File: config.mk
export PLATFORM = sky130hd
export DESIGN_NAME = bin_to_bcd_scan_flat
export DESIGN_NICKNAME = d
export VERILOG_FILES = /design/src/rtl/bin_to_bcd_scan_if.sv /design/src/rtl/bin_to_bcd_scan.sv /design/src/flat_wrapper.sv
export SDC_FILE = /design/constraint.sdc
export NUM_CORES = 1
export LEC_CHECK = 0
export ABC_AREA = 1
export CAP_MARGIN = 20
export CORE_ASPECT_RATIO = 0.75
export CORE_MARGIN = 3
export CORE_UTILIZATION = 40
export CTS_BUF_LIST = sky130_fd_sc_hd__clkbuf_8
export DETAILED_ROUTE_END_ITERATION = 16
export GPL_TIMING_DRIVEN = 0
export PLACE_DENSITY = 0.57
export SLEW_MARGIN = 20
export SYNTH_ARGS = -nofsm -noshare
export SYNTH_HDL_FRONTEND = slang
export SYNTH_SLANG_ARGS = --single-unit
File: constraint.sdc
create_clock -name clk -period 2.2 [get_ports clk]
set_clock_uncertainty 0.05 [all_clocks]
set_input_delay 0.44 -clock clk [delete_from_list [all_inputs] [get_ports clk]]
set_output_delay 0.44 -clock clk [all_outputs]
set_load 0.1 [all_outputs]
File: src/rtl/bin_to_bcd_scan_if.sv
// Load/result bundle between the multiplier result register, the BCD scan engine
// and the BCD-to-cathode decoder.
interface bin_to_bcd_scan_if #(
  parameter int WIDTH      = 8,
  parameter int NUM_DIGITS = 3
) ();
  logic [WIDTH-1:0]      valor;
  logic                  cargar;
  logic                  ocupado;
  logic                  listo;
  logic                  negativo;
  logic [3:0]            digito;
  logic [NUM_DIGITS-1:0] anodo;

  modport master (
    output valor, cargar,
    input  ocupado, listo, negativo, digito, anodo
  );

  modport slave (
    input  valor, cargar,
    output ocupado, listo, negativo, digito, anodo
  );
endinterface

File: src/rtl/bin_to_bcd_scan.sv
// Sequential double-dabble binary-to-BCD converter feeding a time-multiplexed
// common-anode digit scanner (one BCD code plus active-low anode enables).
module bin_to_bcd_scan #(
  parameter int WIDTH       = 8,
  parameter int NUM_DIGITS  = 3,
  parameter int REFRESH_DIV = 100000,
  parameter int SIGNED      = 1
) (
  input  logic               clk,
  input  logic               rst,
  bin_to_bcd_scan_if.slave   io_bus
);

  localparam int BCD_W = 4 * NUM_DIGITS;
  localparam int CNT_W = $clog2(WIDTH + 1);
  localparam int IDX_W = (NUM_DIGITS > 1) ? $clog2(NUM_DIGITS) : 1;
  localparam int REF_W = (REFRESH_DIV > 1) ? $clog2(REFRESH_DIV) : 1;

  localparam logic [1:0] S_IDLE = 2'd0;
  localparam logic [1:0] S_CONV = 2'd1;
  localparam logic [1:0] S_DONE = 2'd2;

  logic [1:0]            r_state;
  logic [WIDTH-1:0]      r_mag;
  logic [BCD_W-1:0]      r_bcd;
  logic [BCD_W-1:0]      r_disp;
  logic [CNT_W-1:0]      r_cnt;
  logic                  r_sign;
  logic                  r_neg;
  logic                  r_listo;
  logic [IDX_W-1:0]      r_idx;
  logic [REF_W-1:0]      r_refresh;

  logic [BCD_W-1:0]      w_bcd_adj;
  logic [WIDTH-1:0]      w_mag;
  logic                  w_sign;
  logic [3:0]            w_digito;
  logic [NUM_DIGITS-1:0] w_anodo;
  logic                  w_refresh_wrap;
  logic                  w_idx_last;

  // Most negative input negates to itself, which read as unsigned is the right magnitude.
  assign w_sign = (SIGNED != 0) && io_bus.valor[WIDTH-1];
  assign w_mag  = w_sign ? (~io_bus.valor + 1'b1) : io_bus.valor;

  genvar gi;
  generate
    for (gi = 0; gi < NUM_DIGITS; gi++) begin : g_digit
      logic [3:0] w_nib;
      assign w_nib                 = r_bcd[4*gi +: 4];
      assign w_bcd_adj[4*gi +: 4]  = (w_nib >= 4'd5) ? (w_nib + 4'd3) : w_nib;
      assign w_anodo[gi]           = (r_idx != IDX_W'(gi));
    end
  endgenerate

  always_ff @(posedge clk or posedge rst) begin
    if (rst) begin
      r_state <= S_IDLE;
      r_mag   <= '0;
      r_bcd   <= '0;
      r_disp  <= '0;
      r_cnt   <= '0;
      r_sign  <= 1'b0;
      r_neg   <= 1'b0;
      r_listo <= 1'b0;
    end else begin
      case (r_state)
        S_IDLE: begin
          if (io_bus.cargar) begin
            r_mag   <= w_mag;
            r_sign  <= w_sign;
            r_bcd   <= '0;
            r_cnt   <= CNT_W'(WIDTH);
            r_state <= S_CONV;
          end
        end
        S_CONV: begin
          // Display only changes here, after all WIDTH shifts, so no partial value is shown.
          if (r_cnt == '0) begin
            r_disp  <= r_bcd;
            r_neg   <= r_sign;
            r_listo <= 1'b1;
            r_state <= S_DONE;
          end else begin
            r_bcd <= {w_bcd_adj[BCD_W-2:0], r_mag[WIDTH-1]};
            r_mag <= {r_mag[WIDTH-2:0], 1'b0};
            r_cnt <= r_cnt - 1'b1;
          end
        end
        S_DONE: begin
          r_listo <= 1'b0;
          r_state <= S_IDLE;
        end
        default: begin
          r_listo <= 1'b0;
          r_state <= S_IDLE;
        end
      endcase
    end
  end

  assign w_refresh_wrap = (r_refresh == REF_W'(REFRESH_DIV - 1));
  assign w_idx_last     = (r_idx == IDX_W'(NUM_DIGITS - 1));

  always_ff @(posedge clk or posedge rst) begin
    if (rst) begin
      r_refresh <= '0;
      r_idx     <= '0;
    end else if (w_refresh_wrap) begin
      r_refresh <= '0;
      r_idx     <= w_idx_last ? '0 : (r_idx + 1'b1);
    end else begin
      r_refresh <= r_refresh + 1'b1;
    end
  end

  always_comb begin
    w_digito = '0;
    for (int i = 0; i < NUM_DIGITS; i++) begin
      if (r_idx == IDX_W'(i)) begin
        w_digito = r_disp[4*i +: 4];
      end
    end
  end

  assign io_bus.ocupado  = (r_state != S_IDLE);
  assign io_bus.listo    = r_listo;
  assign io_bus.negativo = r_neg;
  assign io_bus.digito   = w_digito;
  assign io_bus.anodo    = w_anodo;

endmodule

File: src/flat_wrapper.sv
// flat-port wrapper written by rule: the top's interface ports become plain ports
module bin_to_bcd_scan_flat 
#(
  parameter int WIDTH       = 8,
  parameter int NUM_DIGITS  = 3,
  parameter int REFRESH_DIV = 100000,
  parameter int SIGNED      = 1
)
  (clk, rst, io_bus_valor, io_bus_cargar, io_bus_ocupado, io_bus_listo, io_bus_negativo, io_bus_digito, io_bus_anodo);
  bin_to_bcd_scan_if #(.WIDTH(WIDTH), .NUM_DIGITS(NUM_DIGITS)) io_bus_i ();
  input  logic clk;
  input  logic rst;
  input wire logic [$bits(io_bus_i.valor)-1:0] io_bus_valor;
  input wire logic [$bits(io_bus_i.cargar)-1:0] io_bus_cargar;
  output wire logic [$bits(io_bus_i.ocupado)-1:0] io_bus_ocupado;
  output wire logic [$bits(io_bus_i.listo)-1:0] io_bus_listo;
  output wire logic [$bits(io_bus_i.negativo)-1:0] io_bus_negativo;
  output wire logic [$bits(io_bus_i.digito)-1:0] io_bus_digito;
  output wire logic [$bits(io_bus_i.anodo)-1:0] io_bus_anodo;
  assign io_bus_i.valor = io_bus_valor;
  assign io_bus_i.cargar = io_bus_cargar;
  assign io_bus_ocupado = io_bus_i.ocupado;
  assign io_bus_listo = io_bus_i.listo;
  assign io_bus_negativo = io_bus_i.negativo;
  assign io_bus_digito = io_bus_i.digito;
  assign io_bus_anodo = io_bus_i.anodo;
  bin_to_bcd_scan #(.WIDTH(WIDTH), .NUM_DIGITS(NUM_DIGITS), .REFRESH_DIV(REFRESH_DIV), .SIGNED(SIGNED)) u_core (.clk(clk), .rst(rst), .io_bus(io_bus_i));
endmodule
==> flow_summary.ini <==
[status]
outcome = complete, no violations

[layout]
layout_common_cells = nand2_1 (120), inv_1 (66), dfrtp_1 (60), nor2_1 (44)
area_growth_pct = 19.3
layout_commonest_cell = nand2_1
fin_nets = 484
antenna_cells = 0
drive_gt1_share_pct = 13.6
final_area_mm2 = 0.00398

[clock_network]
cts_max_level = 3
cts_hold_buf = 0
insertion_delay_ns = 0.34
ctsRootBufferMaster = clkbuf_8
post-cts-setup-buffers = 0
cts_tree = done
clkTransAtPathRegs_ns = 0.08
cts.path.max_buffers = 2
cts_sinks = 60
cts_buffers = 9
cts_resized = 40

[worst_setup_path]
crit_required_ns = 1.71
worstSetupPathDepth = 1
critPathCapture = io_bus_negativo
crit_arrival_ns = 1.58
critPathLaunch = u_core.io_bus.negativo
crit_family = buffers and inverters
start_kind = flop
regToRegEndpoint = u_core.r_disp[4]
worstReg2RegStart = u_core.r_cnt[0]
critPathMaxFanout = 2
crit_chain = dlygate4sd2_1
critPathSlowestCell = dlygate4sd2_1
cpPeakStageDelay_ns = 0.86
critical_path_buf_inv_count = 1
crit_path_end_kind = output port
regToRegSetupSlack_ns = 0.63
reg2reg_depth = 7
critical_path_class = flop to output port

[placed_design]
dpl_cell_area_mm2 = 0.00377
hpwl_mm = 5.33
port_buffers = 20
pre_cts_slack_ns = -0.417
place_congestion = 0.895

[timing]
hold_violations = 0
finalSetupViolCount = 0
achievable-frequency_mhz = 484
grt_setup_unrepaired = false
finalCriticalPeriod_ns = 2.07
layout_setup_ws_ns = 0.134
slew_headroom_pct = 36.5
max_slew.worst_pin.slew_ns = 0.957
fin_crit_sh_pct = 93.9
maxSlewViolCount = 0

[drt]
routed_via_density = 4.83
final_antenna_net_count = 0
drc = 0
avgRoutedWirePerCell_um = 12.4
via_count = 2774
drtPass1Iterations = 4
wirelength_mm = 7.12
drtIter0Drc = 136

[global_routing]
grt_pass1_vias = 2676
grt_overflow_total = 0
grt_pass1_wl_mm = 12.8
grt_usage_pct = 16.8
grt_max_degree = 51
antenna_found_initial = 0

[die]
pin_count = 21
start_util_pct = 41.7
die_area_mm2 = 0.00947
rows = 28
die_w_um = 111
core-area_mm2 = 0.00799
die_h_um = 85.0

[synthesis]
yosysUniqueCellTypes = 30
synth-seq-area-share_pct = 45.1
ys_warn_count = 0
ys_ff_latch = 60
syn-num-nets = 452
netlist_instances = 432
syn_area_per_cell_um2 = 7.71
synthesis.area_mm2 = 0.00333

[power_and_ir_drop]
p_leak_nw = 1.89
power.density_mw_per_mm2 = 1250
vdd_drop_max_uv = 787

[job]
drv_cap = 0

[hold_path]
min_path_type = input pin to asynchronous set/reset pin
==> final cells by class <==
cell class | count | area, um2
Timing Repair Buffer | 21 | 211
Clock inverter | 7 | 100
Tap cell | 105 | 131
Inverter | 72 | 283
Sequential cell | 60 | 1500
Buffer | 5 | 53.8
Clock buffer | 9 | 124
Multi-Input combinational cell | 295 | 1570
Fill cell | 796 | 4010
==> sequential cells by signal (all words and copies together), names as in the netlist <==
signal and flops:
u_core.r_cnt 4, u_core.r_idx 2, u_core.r_state 2, u_core.r_refresh 17, u_core.r_mag 8, u_core.r_sign 1
u_core.r_bcd 12, u_core.io_bus.negativo 1, u_core.io_bus.listo 1, u_core.r_disp 12
==> synthesized netlist by cell type <==
master | number | share of area (%)
buf_2 | 1 | 0.15
nor2_4 | 4 | 1.4
inv_1 | 68 | 7.7
xor2_1 | 7 | 1.8
inv_4 | 1 | 0.19
nand2_2 | 4 | 0.75
nand3_1 | 30 | 4.5
nor2_1 | 45 | 5.1
inv_2 | 2 | 0.23
nand3b_1 | 1 | 0.23
nand2_1 | 121 | 14
o21ai_1 | 8 | 1.2
nand2_4 | 3 | 1.0
ha_1 | 9 | 3.4
nand4_1 | 7 | 1.3
dfrtp_1 | 60 | 45
nand2_8 | 1 | 0.60
nand3_2 | 3 | 0.90
o221ai_1 | 4 | 1.1
o22ai_1 | 2 | 0.38
buf_6 | 3 | 1.0
buf_8 | 1 | 0.45
o211ai_1 | 3 | 0.68
inv_8 | 1 | 0.34
o21ai_0 | 30 | 4.5
a21oi_2 | 1 | 0.26
a21oi_1 | 2 | 0.30
o21ai_2 | 3 | 0.79
nor3_1 | 4 | 0.60
nor2_2 | 3 | 0.56
==> worst min-delay path by stage <==
stage | startpoint | endpoint | slack [ns]
after global routing | rst | u_core.r_sign | 0.28
after CTS | rst | u_core.io_bus.listo | 0.28
final | rst | u_core.io_bus.listo | 0.29
after global placement | u_core.r_mag[1] | u_core.r_mag[1] | 0.42
after floorplan | u_core.r_mag[0] | u_core.r_mag[0] | 0.40
after detailed placement | u_core.r_sign | u_core.io_bus.negativo | 0.42
==> layer usage <==
| layer | GRT usage [%] | part of all wire (%) | vias to the layer above |
|---|---|---|---|
| met5 | 0 | 0 | - |
| met4 | 4.64 | 0.74 | 0 |
| met3 | 4.49 | 4.8 | 4 |
| met2 | 23.4 | 40 | 63 |
| met1 | 25.4 | 54 | 1272 |
| li1 | - | - | 1435 |
==> power by group <==
group | switching [W] | internal (W) | total (W)
Clock | 0.000468 | 0.000643 | 0.00111
Sequential | 0.000221 | 0.00142 | 0.00165
Combinational | 0.00152 | 0.000715 | 0.00223
==> stage by stage <==
stage | TNS, ns | util [%] | cells | hold WS [ns] | total power (W)
CTS | 0 | 49.8 | 574 | 0.277 | 0.00505
global placement | -60.32 | 46.8 | 557 | 0.416 | 0.00388
global route | 0 | 49.8 | 574 | 0.281 | 0.00540
floorplan | -0.461 | - | 432 | 0.398 | 0.00340
finish | 0 | 49.8 | 574 | 0.292 | 0.00499
detailed placement | -1.97 | 47.1 | 558 | 0.419 | 0.00394
==> cell families after synthesis <==
group                    after synthesis  synth area share, %
adder cells (fa/ha/maj)                9                 3.38
flip-flops                            60                 45.1
AO/OA/AOI/OAI                         53                 9.16
XOR/XNOR                               7                 1.84
buffers and inverters                 77                 10.0
AND/OR/NAND/NOR                      226                 30.5
No activity file was read; power rests on OpenSTA's default activity.
